**src/rtl/decoder_pkg.sv**
```systemverilog
// Shared types and helpers for the registered one-hot decoder.
//   state_t      : controller states (IDLE / DIRECT / SCAN)
//   mode_t       : encoding of the 'mode' input
//   inactive_val : value of every y bit when no output is selected
package decoder_pkg;

  typedef enum logic [1:0] {
    IDLE   = 2'd0,
    DIRECT = 2'd1,
    SCAN   = 2'd2
  } state_t;

  typedef enum logic {
    MODE_DIRECT = 1'b0,
    MODE_SCAN   = 1'b1
  } mode_t;

  // Inactive level of a y bit: 0 for active-high outputs, 1 for active-low.
  function automatic logic inactive_val(input int active_low);
    return (active_low != 0);
  endfunction

endpackage

```
**src/rtl/onehot_decoder_seq_decode.sv**
```systemverilog
// Combinational N -> 2^N one-hot decoder with selectable output polarity.
// Parameters:
//   N          : select width
//   ACTIVE_LOW : 1 drives the selected bit low and all others high
// Ports:
//   sel : select index
//   y   : one-hot (or one-cold when ACTIVE_LOW=1) result
module onehot_decode #(
  parameter int N          = 3,
  parameter int ACTIVE_LOW = 0
) (
  input  logic [N-1:0]      sel,
  output logic [(1<<N)-1:0] y
);

  localparam int W = 1 << N;

  logic [W-1:0] hot;

  always_comb begin
    hot = W'(1) << sel;
    y   = (ACTIVE_LOW != 0) ? ~hot : hot;
  end

endmodule

```
**src/rtl/onehot_decoder_seq.sv**
```systemverilog
// Registered N -> 2^N one-hot decoder with enable, direct mode and auto-scan.
//   Direct mode: y <= decode(a), idx <= a, one cycle of latency.
//   Scan mode  : starting at a, the selected position advances every
//                SCAN_DIV cycles and wraps modulo 2^N; 'wrap' pulses for the
//                first cycle of idx=0 after a wrap.
// Parameters:
//   N          : select width (y is 2^N wide), >= 1
//   SCAN_DIV   : dwell cycles per position in scan mode, >= 1
//   ACTIVE_LOW : 1 inverts y (selected bit 0, others 1)
// Ports:
//   clk   : rising-edge clock
//   rst_n : asynchronous active-low reset
//   en    : enable; low forces y inactive and returns to IDLE
//   mode  : 0 direct, 1 scan
//   a     : direct select / scan start index
//   y     : registered one-hot output
//   idx   : registered index currently shown on y
//   wrap  : one-cycle pulse when the scan index wraps 2^N-1 -> 0
// Build option:
//   DECODER_BLANK_EN : when defined, y is inactive for the first cycle of
//                      every scan step (not the scan entry); needs SCAN_DIV >= 2.
module onehot_decoder_seq
  import decoder_pkg::*;
#(
  parameter int N          = 3,
  parameter int SCAN_DIV   = 4,
  parameter int ACTIVE_LOW = 0
) (
  input  logic              clk,
  input  logic              rst_n,
  input  logic              en,
  input  logic              mode,
  input  logic [N-1:0]      a,
  output logic [(1<<N)-1:0] y,
  output logic [N-1:0]      idx,
  output logic              wrap
);

  localparam int W  = 1 << N;
  localparam int DW = (SCAN_DIV > 1) ? $clog2(SCAN_DIV) : 1;
  localparam logic [DW-1:0] DWELL_LAST = DW'(SCAN_DIV - 1);

`ifdef DECODER_BLANK_EN
  localparam bit BLANK = 1'b1;
  if (SCAN_DIV < 2) begin : g_bad_scan_div
    $error("onehot_decoder_seq: DECODER_BLANK_EN requires SCAN_DIV >= 2");
  end
`else
  localparam bit BLANK = 1'b0;
`endif

  localparam logic [W-1:0] Y_INACTIVE = {W{inactive_val(ACTIVE_LOW)}};

  state_t          state_q, state_nxt;
  logic [N-1:0]    idx_q, idx_nxt;
  logic [DW-1:0]   dwell_q, dwell_nxt;
  logic [W-1:0]    y_q, y_nxt;
  logic            wrap_q, wrap_nxt;
  logic            show;
  logic [W-1:0]    dec_y;
  mode_t           mode_m;

  assign mode_m = mode_t'(mode);

  // State register
  always_ff @(posedge clk or negedge rst_n) begin
    if (!rst_n) begin
      state_q <= IDLE;
    end else begin
      state_q <= state_nxt;
    end
  end

  // Next-state logic; en has priority over mode
  always_comb begin
    state_nxt = state_q;
    if (!en) begin
      state_nxt = IDLE;
    end else if (mode_m == MODE_DIRECT) begin
      state_nxt = DIRECT;
    end else begin
      state_nxt = SCAN;
    end
  end

  // Output / datapath next values. The decoder looks at the next index so
  // y and idx always change on the same edge.
  always_comb begin
    idx_nxt   = idx_q;
    dwell_nxt = '0;
    wrap_nxt  = 1'b0;
    show      = 1'b0;
    if (en) begin
      if (mode_m == MODE_DIRECT || state_q != SCAN) begin
        // Direct load, or scan entry (never blanked)
        idx_nxt = a;
        show    = 1'b1;
      end else if (dwell_q == DWELL_LAST) begin
        idx_nxt  = idx_q + N'(1);
        wrap_nxt = (idx_q == '1);
        show     = !BLANK;
      end else begin
        dwell_nxt = dwell_q + DW'(1);
        show      = 1'b1;
      end
    end
    y_nxt = show ? dec_y : Y_INACTIVE;
  end

  onehot_decode #(
    .N          (N),
    .ACTIVE_LOW (ACTIVE_LOW)
  ) u_decode (
    .sel (idx_nxt),
    .y   (dec_y)
  );

  // Output and datapath registers
  always_ff @(posedge clk or negedge rst_n) begin
    if (!rst_n) begin
      idx_q   <= '0;
      dwell_q <= '0;
      y_q     <= Y_INACTIVE;
      wrap_q  <= 1'b0;
    end else begin
      idx_q   <= idx_nxt;
      dwell_q <= dwell_nxt;
      y_q     <= y_nxt;
      wrap_q  <= wrap_nxt;
    end
  end

  assign y    = y_q;
  assign idx  = idx_q;
  assign wrap = wrap_q;

endmodule
```
**config.mk**
```make
export PLATFORM = sky130hd
export DESIGN_NAME = onehot_decoder_seq
export DESIGN_NICKNAME = d
export VERILOG_FILES = /design/src/rtl/decoder_pkg.sv /design/src/rtl/onehot_decoder_seq_decode.sv /design/src/rtl/onehot_decoder_seq.sv
export SDC_FILE = /design/constraint.sdc
export NUM_CORES = 1
export LEC_CHECK = 0
export BUFFER_PORTS_ARGS = -buffer_cell sky130_fd_sc_hd__clkbuf_2
export CAP_MARGIN = 20
export CORE_MARGIN = 1
export CORE_UTILIZATION = 34
export CTS_CLUSTER_SIZE = 25
export DETAILED_ROUTE_END_ITERATION = 16
export PLACE_DENSITY = 0.61
export SKIP_CTS_REPAIR_TIMING = 1
export SLEW_MARGIN = 20
export SYNTH_ARGS = -nofsm -noshare
export SYNTH_HDL_FRONTEND = slang
export SYNTH_SLANG_ARGS = --single-unit
```
**constraint.sdc**
```tcl
create_clock -name clk -period 2.2 [get_ports clk]
set_input_delay 0.33 -clock clk [delete_from_list [all_inputs] [get_ports clk]]
set_output_delay 0.33 -clock clk [all_outputs]
set_load 0.02 [all_outputs]
```
Word level (Yosys, flattened, before mapping)

Cells that the tools add are included.
W data, S select, Z words.

Add/subtract/negate cells: 2
$mul: 0
Divide/modulo/power cells: 0
$lt $le $gt $ge: 0
Eq/ne operators: 3
Shift-type cells: 1
Multiplexer cells: 13
Bitwise operators: 1
Reduce and logical (&&, ||, !) cells: 1

Operator list:

| operator              | count |
|---|---|
| $mux W2               | 5 |
| $mux W3               | 3 |
| $mux W8               | 1 |
| $shl A1 B3 Y8 const A | 1 |
| $mux W1               | 4 |
| $add A3 B1 Y3 const B | 1 |
| $eq A3 B3 Y1 const B  | 1 |
| $add A2 B1 Y2 const B | 1 |
| $eq A2 B2 Y1 const B  | 1 |
| $ne A2 B2 Y1 const B  | 1 |
| $logic_or A1 B1 Y1    | 1 |
| $not A1 Y1            | 1 |

Register bits: 16
Latch bits: 0
Memory bits (writable): 0
ROM bits: 0
Input bits: 7
Logic and storage cells: 26
Memories kept: 0

Longest topological paths before layout

Word-level depth: 6
Depth in mapped cells: 6
Mapped depth without buffers: 6

Modules after synthesis

From an unflattened synthesis, not the netlist that was laid out.

Cell total of the unflattened synthesis: 58
Area total of the unflattened synthesis: 715.7 um^2

By module, submodules not included:

| module             | times used | cells an instance | area each (um^2) |
|---|---|---|---|
| onehot_decoder_seq | 1          | 50                | 650.6 |
| onehot_decode      | 1          | 8                 | 65.1 |

Worst setup path after synthesis

No wires, ideal clock.

Path kind: reg-to-reg
Start: register idx_q[0], in the netlist idx[0]
End: register y_q[5], in the netlist y[5]
Library setup time: 137 ps
Arrival time: 1,547 ps
Path slack: 516 ps
Cell stages (with the launch flop): 7
Buffers on the path: 0
Clock period less this slack: 1,684 ps
Cells stage by stage: dfrtp_1 ha_1 ha_1 mux2_2 mux2i_1 nand2b_1 nor3_1

Word-level cells in the longest chain between the ends: 6

Ends and longest elaborated chain:

| element                | RTL line                        | source |
|---|---|---|
| start, declared        | onehot_decoder_seq.sv:55        | `logic [N-1:0] idx_q, idx_nxt;` |
| start signal, assigned | onehot_decoder_seq.sv:126       | `idx_q <= idx_nxt;` |
| $add A3 B1 Y3          | onehot_decoder_seq.sv:99        | `idx_nxt = idx_q + N'(1);` |
| $mux W3                | onehot_decoder_seq.sv:98        | `end else if (dwell_q == DWELL_LAST) begin` |
| $mux W3                | onehot_decoder_seq.sv:94        | `if (mode_m == MODE_DIRECT \|\| state_q != SCAN) begin` |
| $mux W3 *              | onehot_decoder_seq.sv:93        | `if (en) begin` |
| $shl A1 B3 Y8 *        | onehot_decoder_seq_decode.sv:21 | `hot = W'(1) << sel;` |
| $mux W8 *              | onehot_decoder_seq.sv:107       | `y_nxt = show ? dec_y : Y_INACTIVE;` |
| via y_nxt[5]           | onehot_decoder_seq.sv:57        | `logic [W-1:0] y_q, y_nxt;` |
| end signal, assigned   | onehot_decoder_seq.sv:128       | `y_q <= y_nxt;` |
| end, declared          | onehot_decoder_seq.sv:57        |  |

The timed path passes the listed nets; every way through them passes the cells marked *.

Final worst setup path

Start: register idx_q[0], in the netlist idx[0]
End: register y_q[1], in the netlist y[1]

The elaborated chain is that of the path after synthesis.

==> impl_metrics.yaml <==
detailed_routing:
  num_vias: 492
  first_pass_iters: 2
  route.detailed.drc: 0
  wirelength_mm: 1.26
  ant_nets: 0
  viasPerCell: 4.64
  drt_iter0_drc: 7
  wl_per_cell_um: 11.9
cells_and_area:
  nNetsFinal: 91
  antenna_cells: 0
  stdcell_area_um2: 881
  drive_above_1_share_pct: 40.5
  area_growth_pct: 23.1
synthesis:
  synth-edff-count: 0
  ys_warn_count: 0
  synth_seq_cells: 16
  ys_types: 22
  yosysSeqAreaShare_pct: 55.9
  syn_area_um2: 716
  avgSynthCellArea_um2: 12.6
  synth_top_area_share_pct: 55.9
  syn_inst: 57
  netlist_top_cells_count: "dfrtp_1 (16), nor3_1 (10), ha_1 (4), nand2_1 (4)"
  ys.flop_type: "dfrtp_1"
  synth_most_common_cell: "dfrtp_1"
  ys_top_cells_by_area: "dfrtp_1 (56%), ha_1 (7.0%), nor3_1 (7.0%), nor4_4 (5.9%), nand3b_4 (2.8%)"
  async_flop_share_pct: 100
  yosys.area.top_type: "dfrtp_1"
  syn_nets: 68
floorplan:
  die_y_um: 47.9
  dieWidth_um: 47.9
  core_um2: 1960
  num_io_pins: 19
  row_count: 16
  dieArea_um2: 2290
  initial_utilization_pct: 36.5
status:
  outcome: "complete, no violations"
timing:
  fin_ws_ns: 0.497
  slew-limit-headroom_pct: 72.8
  fmax_mhz: 587
  grt_setup_unrepaired: "no"
  whs_ns: 0.361
  fin_crit_sh_pct: 77.4
  worst-slew-pin-transition_ns: 0.405
  finalClockSkew_ns: 0.00697
  drv_slew: 0
  final.setup.tns_ns: 0
  hold_viol_final: 0
  setup_violations: 0
  finalCriticalPeriod_ns: 1.70
clock_tree:
  clkTransAtPathRegs_ns: 0.10
  h-tree-depth: 1
  root_buffer: "clkbuf_4"
  cts_tree: "yes"
  cts_made_buffers: 3
  clk_path_buf_depth: 2
  worst_skew_pair.late_latency_ns: 0.29
  clock-sinks: 16
setup_path:
  crit_family: "adder cells"
  crit_path_top_delay_cell: "dfrtp_1"
  start_kind: "flip-flop"
  path_class: "flip-flop to flip-flop"
  critPathArrivalTime_ns: 1.91
  r2r_start: "idx[0]"
  slowest_delay_ns: 0.42
  path_buf_inv: 0
  path_max_fanout: 5
  cp-startpoint: "idx[0]"
  critPathCaptureType: "flip-flop"
  worst_path_most_repeated_cell: "ha_1"
  critical_path.cell_chain: "ha_1 > ha_1 > mux2_2 > mux2i_1 > nand2_1 > nor3_1"
  crit_required_ns: 2.40
power:
  p_leak_nw: 0.465
  p_sw_share_pct: 26.8
  p_int_uw: 447
  p_sw_uw: 164
  power.share.clock_pct: 31.8
  p_comb_share_pct: 16.0
  p_per_area_nw_per_um2: 693
  peakVddDrop_mv: 0.297
  seqPwrFrac_pct: 52.2
global_routing:
  track_usage_pct: 13.2
  grt_max_degree: 17
  grt_overflow: 0
  grt_pass1_wl_mm: 1.99
  grt_pass1_vias: 430
  antenna_found_initial: 0
placed_design:
  placed_area_um2: 835
  place.gp.congestion: 0.733
  place_ws_ns: 0.507
  io_buffers: 18
  dp_hpwl_um: 910
hold_path:
  min_path_type: "input port to flip-flop"
  holdCritStartpoint: "mode"
flow_run:
  cap_violations: 0
## path summary, 6_finish.rpt
kind                       depth (start not counted)  slack, ns         end
max                                                6       0.50        y[1]
min                                                2       0.36  state_q[1]
max reg2reg                                        6       0.50        y[1]
min reg2reg                                        1       0.48  dwell_q[0]
max in group asynchronous                          2       1.42        wrap
min in group asynchronous                          2       0.49        y[7]
## area by class of cell
| cell class | instances | area [um^2] |
|---|---|---|
| Tap cell | 27 | 33.8 |
| Timing Repair Buffer | 19 | 100 |
| Sequential cell | 16 | 400 |
| Multi-Input combinational cell | 38 | 303 |
| Clock buffer | 4 | 36.3 |
| Inverter | 2 | 7.51 |
| Fill cell | 202 | 1080 |
## state kept, by name, indices dropped and copies added (netlist names)
name     cells
wrap         1
y            8
idx          3
state_q      2
dwell_q      2
## routing by layer
layer	wire length [um]	global-route usage (%)	vias up	share of wire, %
met5	0	0	-	0
met4	11	6.67	0	0.87
met3	35	3.40	2	2.8
met2	585	17.8	13	46
met1	630	19.2	231	50
li1	-	-	246	-
## worst register-to-register path, stage by stage, from the launching register on
cell and delay [ns]:
dfrtp_1 0.42, ha_1 0.21, ha_1 0.26, mux2_2 0.26, mux2i_1 0.15, nand2_1 0.14
nor3_1 0.19
## cells by family after synthesis
kind of cell               synth area share, %
buffers and inverters                     1.75
AOI/OAI and AO/OA                         1.05
muxes                                     2.97
and+or+nand+nor                           31.3
adders and majority gates                 6.99
DFF                                       55.9
## per-stage QoR
step	util (%)	total power [mW]	instances
after detailed placement	42.5	0.422	101
after floorplan	-	0.387	57
after global placement	42.5	0.422	101
final	44.9	0.610	106
after global routing	44.9	0.648	106
after CTS	44.4	0.617	105
## power by group through the flow
stage | combinational (mW) | clock (mW) | sequential [mW]
after floorplan | 0.0468 | 0 | 0.340
after global placement | 0.0971 | 0 | 0.325
after detailed placement | 0.0974 | 0 | 0.324
after CTS | 0.0981 | 0.200 | 0.319
after global routing | 0.109 | 0.217 | 0.322
final | 0.0977 | 0.194 | 0.319
## cells in the final DEF (no fill, tap or decap), drive strengths merged
master / n
nand3b: 1
dfrtp: 16
ha: 4
nor3b: 2
and2: 1
dlygate4sd3: 1
nand2b: 1
and2b: 1
inv: 2
and3: 3
mux2: 1
nor2: 2
nor3: 10
nor4: 2
mux2i: 1
clkbuf: 22
and4: 1
nand2: 4
nor2b: 2
nand3: 1
o21a: 1
Power figures use the tool's default switching activity.
